`config.mk`:
```
export PLATFORM = sky130hd
export DESIGN_NAME = divisao_num_matriz_flat
export DESIGN_NICKNAME = d
export VERILOG_FILES = /design/src/rtl/divisao_num_matriz_if.sv /design/src/rtl/divisao_num_matriz.sv /design/src/flat_wrapper.sv
export SDC_FILE = /design/constraint.sdc
export NUM_CORES = 1
export LEC_CHECK = 0
export CORE_MARGIN = 4
export CORE_UTILIZATION = 60
export DETAILED_ROUTE_END_ITERATION = 10
export DONT_BUFFER_PORTS = 1
export PLACE_DENSITY_LB_ADDON = 0.25
export SETUP_SLACK_MARGIN = 0.4
export SLEW_MARGIN = 20
export SYNTH_ARGS = -nofsm -noshare
export SYNTH_HDL_FRONTEND = slang
export SYNTH_SLANG_ARGS = --single-unit
```
`constraint.sdc`:
```
create_clock -name clk -period 5.73 [get_ports clk]
set_input_delay 1.719 -clock clk [delete_from_list [all_inputs] [get_ports clk]]
set_output_delay 1.719 -clock clk [all_outputs]
set_load 0.03 [all_outputs]
```
`src/rtl/divisao_num_matriz_if.sv`:
```
//------------------------------------------------------------------------------
// divisao_num_matriz_if : start/busy/done bus of the matrix-by-scalar divider
// Rev 1.0
//------------------------------------------------------------------------------
`default_nettype none

interface divisao_num_matriz_if;
  logic         start;
  logic [199:0] matriz_A;
  logic [7:0]   num_inteiro;
  logic [1:0]   matrix_size;
  logic [199:0] nova_matriz_A;
  logic         overflow_flag;
  logic         div_zero_flag;
  logic         busy;
  logic         done;

  modport master (
    output start, matriz_A, num_inteiro, matrix_size,
    input  nova_matriz_A, overflow_flag, div_zero_flag, busy, done
  );

  modport slave (
    input  start, matriz_A, num_inteiro, matrix_size,
    output nova_matriz_A, overflow_flag, div_zero_flag, busy, done
  );
endinterface

`default_nettype wire

```
`src/rtl/divisao_num_matriz.sv`:
```
//------------------------------------------------------------------------------
// divisao_num_matriz : sequential matrix / scalar signed divider, one element
// at a time through an 8-step restoring divider.  Rev 1.0
//------------------------------------------------------------------------------
`default_nettype none

module divisao_num_matriz (
  input  logic                        clk,
  input  logic                        rst_n,
  divisao_num_matriz_if.slave         bus
);

  localparam logic [2:0] S_IDLE  = 3'd0;
  localparam logic [2:0] S_LOAD  = 3'd1;
  localparam logic [2:0] S_DIV   = 3'd2;
  localparam logic [2:0] S_WRITE = 3'd3;
  localparam logic [2:0] S_DONE  = 3'd4;

  logic [2:0]   state_q, state_d;
  logic [199:0] a_q;
  logic [7:0]   b_q;
  logic [1:0]   size_q;
  logic [4:0]   idx_q;
  logic [7:0]   dvd_q;      // dividend bits shift out, quotient bits shift in
  logic [7:0]   rem_q;
  logic [7:0]   divm_q;
  logic         neg_q;
  logic [2:0]   iter_q;
  logic [199:0] res_q;
  logic         ovf_acc_q;
  logic [199:0] nova_q;
  logic         ovf_q;
  logic         dz_q;
  logic         busy_q;
  logic         done_q;

  logic [7:0]   w_elem;
  logic [7:0]   w_amag;
  logic [7:0]   w_bmag;
  logic [8:0]   w_shift;
  logic [8:0]   w_diff;
  logic [7:0]   w_qsgn;
  logic         w_ovf;
  logic [4:0]   w_count;
  logic         w_last;
  logic [199:0] w_res_wr;

  assign w_elem  = a_q[{idx_q, 3'b000} +: 8];
  assign w_amag  = w_elem[7] ? (8'd0 - w_elem) : w_elem;
  assign w_bmag  = b_q[7] ? (8'd0 - b_q) : b_q;
  assign w_shift = {rem_q, dvd_q[7]};
  // Bit 8 set means the trial subtraction borrowed, i.e. restore.
  assign w_diff  = w_shift - {1'b0, divm_q};
  assign w_qsgn  = neg_q ? (8'd0 - dvd_q) : dvd_q;
  assign w_ovf   = !neg_q && (dvd_q == 8'h80);
  assign w_last  = ((idx_q + 5'd1) == w_count);

  always_comb begin
    w_count = 5'd4;
    case (size_q)
      2'b00:   w_count = 5'd4;
      2'b01:   w_count = 5'd9;
      2'b10:   w_count = 5'd16;
      default: w_count = 5'd25;
    endcase
  end

  always_comb begin
    w_res_wr = res_q;
    w_res_wr[{idx_q, 3'b000} +: 8] = w_qsgn;
  end

  always_comb begin
    state_d = state_q;
    case (state_q)
      S_IDLE:  if (bus.start) state_d = (bus.num_inteiro == 8'd0) ? S_DONE : S_LOAD;
      S_LOAD:  state_d = S_DIV;
      S_DIV:   if (iter_q == 3'd7) state_d = S_WRITE;
      S_WRITE: state_d = w_last ? S_DONE : S_LOAD;
      S_DONE:  state_d = S_IDLE;
      default: state_d = S_IDLE;
    endcase
  end

  always_ff @(posedge clk or negedge rst_n) begin
    if (!rst_n) begin
      state_q   <= S_IDLE;
      a_q       <= '0;
      b_q       <= '0;
      size_q    <= '0;
      idx_q     <= '0;
      dvd_q     <= '0;
      rem_q     <= '0;
      divm_q    <= '0;
      neg_q     <= 1'b0;
      iter_q    <= '0;
      res_q     <= '0;
      ovf_acc_q <= 1'b0;
      nova_q    <= '0;
      ovf_q     <= 1'b0;
      dz_q      <= 1'b0;
      busy_q    <= 1'b0;
      done_q    <= 1'b0;
    end else begin
      state_q <= state_d;
      done_q  <= 1'b0;
      case (state_q)
        S_IDLE: begin
          if (bus.start) begin
            a_q       <= bus.matriz_A;
            b_q       <= bus.num_inteiro;
            size_q    <= bus.matrix_size;
            idx_q     <= '0;
            res_q     <= '0;
            ovf_acc_q <= 1'b0;
            busy_q    <= 1'b1;
            // Zero divisor skips the datapath and publishes straight away.
            if (bus.num_inteiro == 8'd0) begin
              nova_q <= '0;
              ovf_q  <= 1'b0;
              dz_q   <= 1'b1;
              done_q <= 1'b1;
            end
          end
        end
        S_LOAD: begin
          dvd_q  <= w_amag;
          divm_q <= w_bmag;
          neg_q  <= w_elem[7] ^ b_q[7];
          rem_q  <= '0;
          iter_q <= '0;
        end
        S_DIV: begin
          dvd_q  <= {dvd_q[6:0], !w_diff[8]};
          rem_q  <= w_diff[8] ? w_shift[7:0] : w_diff[7:0];
          iter_q <= iter_q + 3'd1;
        end
        S_WRITE: begin
          res_q     <= w_res_wr;
          ovf_acc_q <= ovf_acc_q | w_ovf;
          idx_q     <= idx_q + 5'd1;
          if (w_last) begin
            nova_q <= w_res_wr;
            ovf_q  <= ovf_acc_q | w_ovf;
            dz_q   <= 1'b0;
            done_q <= 1'b1;
          end
        end
        S_DONE: begin
          busy_q <= 1'b0;
        end
        default: begin
          busy_q <= 1'b0;
        end
      endcase
    end
  end

  assign bus.nova_matriz_A = nova_q;
  assign bus.overflow_flag = ovf_q;
  assign bus.div_zero_flag = dz_q;
  assign bus.busy          = busy_q;
  assign bus.done          = done_q;

endmodule

`default_nettype wire

```
`src/flat_wrapper.sv`:
```
// flat-port wrapper written by rule: the top's interface ports become plain ports
module divisao_num_matriz_flat 
  (clk, rst_n, bus_start, bus_matriz_A, bus_num_inteiro, bus_matrix_size, bus_nova_matriz_A, bus_overflow_flag, bus_div_zero_flag, bus_busy, bus_done);
  divisao_num_matriz_if bus_i ();
  input  logic clk;
  input  logic rst_n;
  input wire logic [$bits(bus_i.start)-1:0] bus_start;
  input wire logic [$bits(bus_i.matriz_A)-1:0] bus_matriz_A;
  input wire logic [$bits(bus_i.num_inteiro)-1:0] bus_num_inteiro;
  input wire logic [$bits(bus_i.matrix_size)-1:0] bus_matrix_size;
  output wire logic [$bits(bus_i.nova_matriz_A)-1:0] bus_nova_matriz_A;
  output wire logic [$bits(bus_i.overflow_flag)-1:0] bus_overflow_flag;
  output wire logic [$bits(bus_i.div_zero_flag)-1:0] bus_div_zero_flag;
  output wire logic [$bits(bus_i.busy)-1:0] bus_busy;
  output wire logic [$bits(bus_i.done)-1:0] bus_done;
  assign bus_i.start = bus_start;
  assign bus_i.matriz_A = bus_matriz_A;
  assign bus_i.num_inteiro = bus_num_inteiro;
  assign bus_i.matrix_size = bus_matrix_size;
  assign bus_nova_matriz_A = bus_i.nova_matriz_A;
  assign bus_overflow_flag = bus_i.overflow_flag;
  assign bus_div_zero_flag = bus_i.div_zero_flag;
  assign bus_busy = bus_i.busy;
  assign bus_done = bus_i.done;
  divisao_num_matriz u_core (.clk(clk), .rst_n(rst_n), .bus(bus_i));
endmodule
```
# After elaboration in Yosys (flattened, before gate mapping)
# Index checks and enable logic that the tools add are counted.
# W data, S select, Z words.
# classes
n_bitwise	3
n_eq_ne	12
reduce_logical	14
n_shift	3
n_addsub	7
mux	38
# op_table
operator	count
$mux W200	4
$pmux W200 S2	2
$bwmux W200	1
$shift A8 B10 Y200 const A	1
$shiftx A200 B9 Y8	1
$shiftx A8 B10 Y200	1
$mux W8	4
$pmux W8 S2	2
$sub A1 B8 Y8 const A	3
$pmux W5 S3	1
$mux W3	4
$pmux W3 S4	1
$mux W1	11
$neg A8 Y10	1
$pmux W1 S2	5
$pmux W5 S2	1
$sub A9 B8 Y9	1
$eq A8 B8 Y1 const B	1
$logic_not A8 Y1	1
$reduce_and A2 Y1	4
$eq A3 B2 Y1 const B	2
$ne A2 B1 Y1 const B	3
$pmux W3 S2	1
$add A5 B1 Y5 const B	1
18 further kinds	20
# totals
regBits	651
word_cells	94
output_inout_bits	204
in_bits	213

# Logic depth before layout (Yosys ltp)
# Gate-level depths: netlist (run 1).
# logic_depth
ltp_word	6
mapped_depth	15
ltp_nobuf	10

# Worst setup path after synthesis (run 1)
# Ideal clock, no wire load.
# synth_path
path_type	input port to flip-flop
from	in bus_start
to	reg u_core.nova_q[58] (netlist: u_core.bus.nova_matriz_A[58])
t_arrival_ps	3446
required_time_ps	5605
setup_slack_ps	2159
path_buffers	2
stages	6
setup_ps	125
cell_sequence	nor4b_1 > nand2_1 > nand2_2 > buf_6 > buf_4 > mux2_2
# synth_via
elab_chain_cells	2
# synth_rtl
element	line	rtl
from (decl)	flat_wrapper.sv:7	input wire logic [$bits(bus_i.start)-1:0] bus_start;
$ne A2 B2 Y1 (no line)	-	
$reduce_and A4 Y1 (no line)	-	
to (signal assigned)	divisao_num_matriz.sv:143	nova_q <= w_res_wr;
to (decl)	divisao_num_matriz.sv:31	logic [199:0] nova_q;
# No other way between the ends.
# A chain may end at the register's enable or synchronous reset.

# Worst setup path in the final report (run 1)
# layout_path
from	reg u_core.idx_q[0]
to	reg u_core.nova_q[93] (netlist: u_core.bus.nova_matriz_A[93])
# layout_via
elab_chain_cells	5
word_cells_on_any_way	10
classes_between	add/sub (2); eq/ne (2); shift (2); mux (3); reduce/logical (1)
# layout_rtl
element	line	rtl
from (decl)	divisao_num_matriz.sv:23	logic [4:0] idx_q;
from (signal assigned)	divisao_num_matriz.sv:141	idx_q <= idx_q + 5'd1;
$neg A8 Y10	divisao_num_matriz.sv:70	w_res_wr[{idx_q, 3'b000} +: 8] = w_qsgn;
$shiftx A8 B10 Y200 / $shift A8 B10 Y200 (equally long branches)	divisao_num_matriz.sv:70	
$bwmux W200	divisao_num_matriz.sv:70	
$mux W200	divisao_num_matriz.sv:142	if (w_last) begin
$pmux W200 S2	divisao_num_matriz.sv:107	case (state_q)
# Parallel ways exist; a longest one is shown, timed or not. The select of a mux whose other input is x is not followed.

==> results.md, run 1 <==
* Synthesis-to-finish area growth at 8.71%
* Layout cell share with drive strength beyond 1 at 0.121
* Hpwl dp at 55.5 mm
* CP endpoint: u_core.bus.nova_matriz_A[93]
* FF-to-FF End: u_core.bus.nova_matriz_A[93]
* Sink Count at 651
* Root Driver: clkbuf_16
* Setup crit end kind: flop
* Setup ws final at 1680 ps
* Synth Instances at 3079
* Worst r2r path cells at 9
* Slowest cell delay on critical path at 780 ps
* Power density over cell area at 483 nW/um^2
* Switch share at 0.369
* Mean Syn Cell Area at 9.90 um^2
* Logic pwr share at 0.316
* Crit-path max FO at 76
* FF+latch count, synth at 651
* Cells along the critical path: ha_1 > inv_1 > or3_1 > nand3_1 > a22oi_1 > a2111o_1 > nand2_8 > buf_4 > mux2_2
* Hold path cells at 2
* CP Class: reg2reg
* Distinct cells, synth at 84
* Final min period at 4050 ps
* Layout Cells excl Fill at 3712
* Number of max-cap violations at 0
* Nets at 3218
* Area post-placement at 30700 um^2
* Register area share after synthesis at 0.534
* Hold WC Path Type: reg2reg
* Final Hold Fails at 0
* Power Internal at 10100 uW
* Routed vias/inst at 6.09
* Post-CTS Resized at 0
* Clock share of power at 0.298
* Die height at 233 um
* Max stage delay cell, worst path: dfrtp_4
* Filler cell count at 3856
* Syn Nets at 3311
* Pin count of the biggest net entering global routing at 652
* Number of synthesized flops with an enable pin at 0
* Starting density of the core at 0.608
* Number of detailed-route iterations in the first pass at 8
* Rows at 82
* Flop-to-flop setup slack at 1680 ps
* Fin. max-slew vios at 0
* DRC at 0
* Crit path DAT at 4520 ps
* H-tree depth at 3
* Fmax at 247 MHz
* Overall Global Routing Usage at 0.302
* Finished Cell Area at 33100 um^2
* Fin crit share at 0.706
* Slew at the pin with the worst max-slew slack at 1340 ps
* Commonest non-fill, non-tap cell in the layout: nand2_1
* Final GP Congestion at 0.898
* Per-cell routed wire length at 22.2 um
* CTS tree: built
* Die ar. at 54500 um^2
* Area of the core at 50200 um^2
* Prevailing post-synth register cell: dfrtp_1
* RSZ-0062 raised after global routing: no
* Worst slew margin at 0.106
* Psw at 5910 uW
* Hold_sp: u_core.a_q[118]
* Placed cells at 3585
* Required time worst endpoint at 6210 ps
* Pre-CTS WS at 1390 ps
* Hold_buf cts at 0
* Fin Clk Skew at 18.5 ps
* Antenna-violating nets left at 0
* Fin util at 0.661
* Peak supply drop at 332 uV
* Launch point of the worst reg-to-reg path: u_core.idx_q[0]
* Die W at 233 um
* Post-synth ARST share at 1.00
* Sequential Power Share at 0.386
* Setup TNS at 0 ps
* CTS Buf Count at 70
* First-pass GRT wire length at 128 mm
* Clock Path Buffers at 3
* Status: finished clean
* Cell Area, Synth at 30500 um^2
* YS warnings at 0
* Top Ports at 417
* Initial antenna violation count at 2
* Later-pin clock latency in the skew report at 600 ps
* Initial DRC Count at 2064
* Post-CTS Setup Inserts at 0
* Leak at 0.0157 uW
* Final number of setup-violating endpoints at 0
* Vias in the first global route at 22537
* Port buffer count at 0
* Worst Setup SP: u_core.idx_q[0]
* CP startpoint kind: flop
* Commonest cells after routing, fill and taps aside: nand2_1, dfrtp_1, o21ai_0, nor2_1, mux2_2
* Clock Pin Slew Worst Setup and Hold Paths at 60 ps
* Wirelength, routed at 82.5 mm
* Routed vias at 22606
* Grt ovf at 0
==> cells in the mapped netlist, types with 32 or more instances <==
library cell | number | area [um^2]
buf_2 | 42 | 210
nand2_1 | 1007 | 3780
a211oi_1 | 50 | 375
dfrtp_1 | 651 | 16300
mux2_2 | 133 | 1500
o21ai_0 | 181 | 906
mux4_2 | 37 | 833
a22o_1 | 33 | 289
nand3_1 | 52 | 260
nor2_1 | 165 | 619
mux2i_1 | 92 | 921
a21o_1 | 32 | 240
a21oi_1 | 101 | 505
clkbuf_1 | 110 | 413
mux2_1 | 70 | 788
==> flip-flops by register name, summed over array words and instances (netlist names) <==
| register | flops |
|---|---|
| u_core.size_q | 2 |
| u_core.divm_q | 8 |
| u_core.neg_q | 1 |
| u_core.a_q | 200 |
| u_core.iter_q | 3 |
| u_core.dvd_q | 8 |
| u_core.bus.div_zero_flag | 1 |
| u_core.state_q | 3 |
| u_core.bus.busy | 1 |
| u_core.rem_q | 8 |
| u_core.bus.nova_matriz_A | 200 |
| u_core.b_q | 8 |
| u_core.ovf_acc_q | 1 |
| u_core.res_q | 200 |
| u_core.bus.overflow_flag | 1 |
| u_core.bus.done | 1 |
| u_core.idx_q | 5 |
==> cell families after synthesis <==
family / count (synthesis) / share of synthesized area
AND/OR/NAND/NOR: 1348 / 0.181
flip-flops: 651 / 0.534
AO/OA/AOI/OAI: 491 / 0.101
multiplexers: 332 / 0.133
buffers and inverters: 212 / 0.0351
XOR/XNOR: 26 / 0.00772
adder cells (fa/ha/maj): 19 / 0.00804
==> layer usage <==
layer,routed length [um],vias up,global-route usage
met4,3720,0,0.139
met1,32100,11242,0.395
met2,39500,930,0.478
met3,7110,207,0.0772
met5,0,-,0
li1,-,10227,-
==> worst min-delay path by stage <==
stage,end,slack (ps)
floorplan,u_core.a_q[46],440
global placement,u_core.a_q[46],450
detailed placement,u_core.a_q[118],460
CTS,u_core.a_q[118],470
global route,u_core.a_q[34],490
finish,u_core.a_q[118],470
==> critical path, delay by kind of cell (launching register included) <==
kind	cells	cell delay [ps]
AND/OR/NAND/NOR	3	980
multiplexers	1	390
AO/OA/AOI/OAI	2	650
adder cells (fa/ha/maj)	1	390
buffers and inverters	2	600
flip-flops	1	780
==> metrics by stage <==
step                hold WS, ps  total power (uW)
floorplan                   440              9760
global placement            452             11100
detailed placement          457             11300
CTS                         472             16000
global route                486             16900
finish                      469             16000
==> cell type report <==
class                           count  area, um^2  share of cell area
Antenna cell                        2        5.00            0.000151
Clock buffer                       99        2070              0.0625
Clock inverter                     25         382              0.0115
Inverter                           22        83.8             0.00253
Multi-Input combinational cell   2216       13200               0.399
Sequential cell                   651       16300               0.492
Tap cell                          672         841              0.0254
Timing Repair Buffer               25         238             0.00717
==> power by group through the flow <==
stage / clock network (uW) / registers, uW / logic (uW)
after detailed placement: 0 / 6250 / 5010
final: 4780 / 6180 / 5060
after global routing: 5040 / 6280 / 5540
after floorplan: 0 / 5960 / 3800
after global placement: 0 / 6190 / 4880
after CTS: 4840 / 6170 / 5040
No activity file was read; power rests on OpenSTA's default activity.
==> inputs of run 2 (changes only) <==
==> constraint.sdc (replaced) <==
create_clock -name clk -period 4.2 [get_ports clk]
set_input_delay 1.26 -clock clk [delete_from_list [all_inputs] [get_ports clk]]
set_output_delay 1.26 -clock clk [all_outputs]
set_load 0.03 [all_outputs]
==> run 2 against run 1 <==
The flow now finishes with violations (max-slew violations). Sequential power up 36%. Clock skew about the same. Cell count up 0.38%. Final area up 0.21%. Clock power up 31%. Flip-flop and latch count unchanged. Non-clock buffer count up 16. Worst hold slack worse by 100 ps. Critical path depth down 1. Critical path type unchanged. Critical endpoint is now u_core.res_q[23].
==> results.md, run 2 (same netlist as run 1, synthesis figures left out) <==
* Overall Global Routing Usage at 0.307 (was 0.302)
* Number of max-cap violations at 0 (unchanged)
* CP dominant cell by count: nor2_1
* H-tree depth at 3 (unchanged)
* Slowest cell delay on critical path at 780 ps (about the same)
* Root Driver: clkbuf_16 (unchanged)
* Launch point of the worst reg-to-reg path: u_core.idx_q[0] (unchanged)
* Layout Cells excl Fill at 3726 (was 3712)
* Antenna-violating nets left at 0 (unchanged)
* CP top delay family: simple AND/OR/NAND/NOR gates (unchanged)
* Wirelength, routed at 84.3 mm (was 82.5 mm)
* Placed cells at 3602 (was 3585)
* Layout cell share with drive strength beyond 1 at 0.124 (was 0.121)
* Clock Pin Slew Worst Setup and Hold Paths at 60 ps (about the same)
* Per-cell routed wire length at 22.6 um (was 22.2 um)
* Later-pin clock latency in the skew report at 600 ps (about the same)
* Crit path DAT at 4080 ps (was 4520 ps)
* Peak supply drop at 446 uV (was 332 uV)
* Rows at 82 (unchanged)
* CP endpoint: u_core.res_q[23] (was u_core.bus.nova_matriz_A[93])
* Die height at 233 um (unchanged)
* Die W at 233 um (unchanged)
* Number of detailed-route iterations in the first pass at 6 (was 8)
* Hold_buf cts at 0 (unchanged)
* Commonest non-fill, non-tap cell in the layout: nand2_1 (unchanged)
* First-pass GRT wire length at 130 mm (was 128 mm)
* CTS Buf Count at 68 (was 70)
* Hpwl dp at 57.1 mm (was 55.5 mm)
* Fin. max-slew vios at 552 (was 0)
* Final min period at 3540 ps (was 4050 ps)
* Grt ovf at 0 (unchanged)
* Nets at 3232 (was 3218)
* Leak at 0.0158 uW (was 0.0157 uW)
* Crit. path cell count at 8 (was 9)
* Fin crit share at 0.844 (was 0.706)
* Area of the core at 50200 um^2 (unchanged)
* Worst slew margin at -1.03 (was 0.106)
* Post-CTS Setup Inserts at 0 (unchanged)
* Vias in the first global route at 22657 (was 22537)
* Port buffer count at 0 (unchanged)
* Post-CTS Resized at 0 (unchanged)
* Final GP Congestion at 0.905 (was 0.898)
* Setup crit end kind: flop (unchanged)
* Top Ports at 417 (unchanged)
* Worst Path Buf+Inv at 1 (was 2)
* CP Class: reg2reg (unchanged)
* DRC at 0 (unchanged)
* Initial DRC Count at 2178 (was 2064)
* Worst r2r path cells at 8 (was 9)
* Required time worst endpoint at 4730 ps (was 6210 ps)
* Pin count of the biggest net entering global routing at 652 (unchanged)
* Fin Clk Skew at 18.6 ps (was 18.5 ps)
* Crit-path max FO at 18 (was 76)
* Setup TNS at 0 ps (unchanged)
* Filler cell count at 3848 (was 3856)
* RSZ-0062 raised after global routing: no (unchanged)
* Routed vias at 22727 (was 22606)
* Clock Path Buffers at 3 (unchanged)
* Cells along the critical path: clkinv_2 > ha_1 > nor2b_1 > a32oi_2 > nor2_1 > nand2_1 > nor2_1 > a22o_1 (was ha_1 > inv_1 > or3_1 > nand3_1 > a22oi_1 > a2111o_1 > nand2_8 > buf_4 > mux2_2)
* Commonest cells after routing, fill and taps aside: nand2_1, dfrtp_1, o21ai_0, nor2_1, mux2_2 (unchanged)
* Fmax at 282 MHz (was 247 MHz)
* Final number of setup-violating endpoints at 0 (unchanged)
* Worst Setup SP: u_core.idx_q[0] (unchanged)
* Final Hold Fails at 0 (unchanged)
* CTS tree: built (unchanged)
* Starting density of the core at 0.608 (unchanged)
* Synthesis-to-finish area growth at 8.93% (was 8.71%)
* FF-to-FF End: u_core.res_q[23] (was u_core.bus.nova_matriz_A[93])
* Status: finished, violations left (was finished clean)
* CP startpoint kind: flop (unchanged)
* Power density over cell area at 657 nW/um^2 (was 483 nW/um^2)
* Routed vias/inst at 6.10 (was 6.09)
* Slew at the pin with the worst max-slew slack at 3050 ps (was 1340 ps)
* Die ar. at 54500 um^2 (unchanged)
* Sink Count at 651 (unchanged)
* Max stage delay cell, worst path: nor2_1 (was dfrtp_4)
* Flop-to-flop setup slack at 660 ps (was 1680 ps)
* Hold WC Path Type: in2async (was reg2reg)
* Failing checks: max-slew violations
* Initial antenna violation count at 5 (was 2)
run 2: cell count changes in the layout (fill, tap and decap cells not counted), moves of 2 or more:
cell,before,now
clkbuf_1,9,12
bufinv_16,9,5
clkinv_2,5,10
inv_6,1,3
buf_12,4,9
buf_4,21,32
clkinv_8,0,2
clkinvlp_4,11,1
run 2: area by class of cell:
cell class | count | area [um^2] | area share
Sequential cell | 651 | 16300 | 0.491
Multi-Input combinational cell | 2216 | 13200 | 0.398
Clock buffer | 101 | 2070 | 0.0623
Tap cell | 672 | 841 | 0.0253
Timing Repair Buffer | 41 | 420 | 0.0127
Clock inverter | 21 | 270 | 0.00814
Inverter | 22 | 83.8 | 0.00252
Antenna cell | 2 | 5.00 | 0.000151
run 2: worst min path at each step:
stage / from / endpoint / slack, ps / depth (start not counted)
after floorplan: u_core.a_q[46] / u_core.a_q[46] / 440 / 2
after global placement: u_core.a_q[46] / u_core.a_q[46] / 450 / 2
after detailed placement: u_core.a_q[30] / u_core.a_q[30] / 460 / 2
after CTS: rst_n / u_core.bus.nova_matriz_A[175] / 350 / 0
after global routing: rst_n / u_core.bus.nova_matriz_A[133] / 320 / 0
final: rst_n / u_core.bus.nova_matriz_A[175] / 370 / 0
run 2: metal layers:
layer,vias to the layer above,track usage,share of wire,routed length [um]
met5,-,0,0.00028,24
met4,4,0.136,0.047,3940
met3,219,0.0945,0.095,7990
met2,974,0.490,0.48,40300
met1,11262,0.390,0.38,32100
li1,10268,-,-,-
run 2: report_power, final:
part           leakage [uW]  total, uW  switching, uW  internal, uW
Sequential          0.00869       8410            934          7480
Clock               0.00116       6250           2520          3730
Combinational       0.00593       7150           4730          2420
Total                0.0158      21800           8180         13600
run 2: through the flow:
stage           util  hold WS [ps]  setup WS [ps]  cell area [um^2]  total power [uW]
6_report       0.662           366            657             33200             21800
4_1_cts        0.662           352            744             33200             21900
3_5_place_dp   0.615           458            633             30900             15600
2_1_floorplan      -           440           1090             30500             13300
5_1_grt        0.662           323            495             33200             23000
3_3_place_gp   0.615           452            686             30900             15300
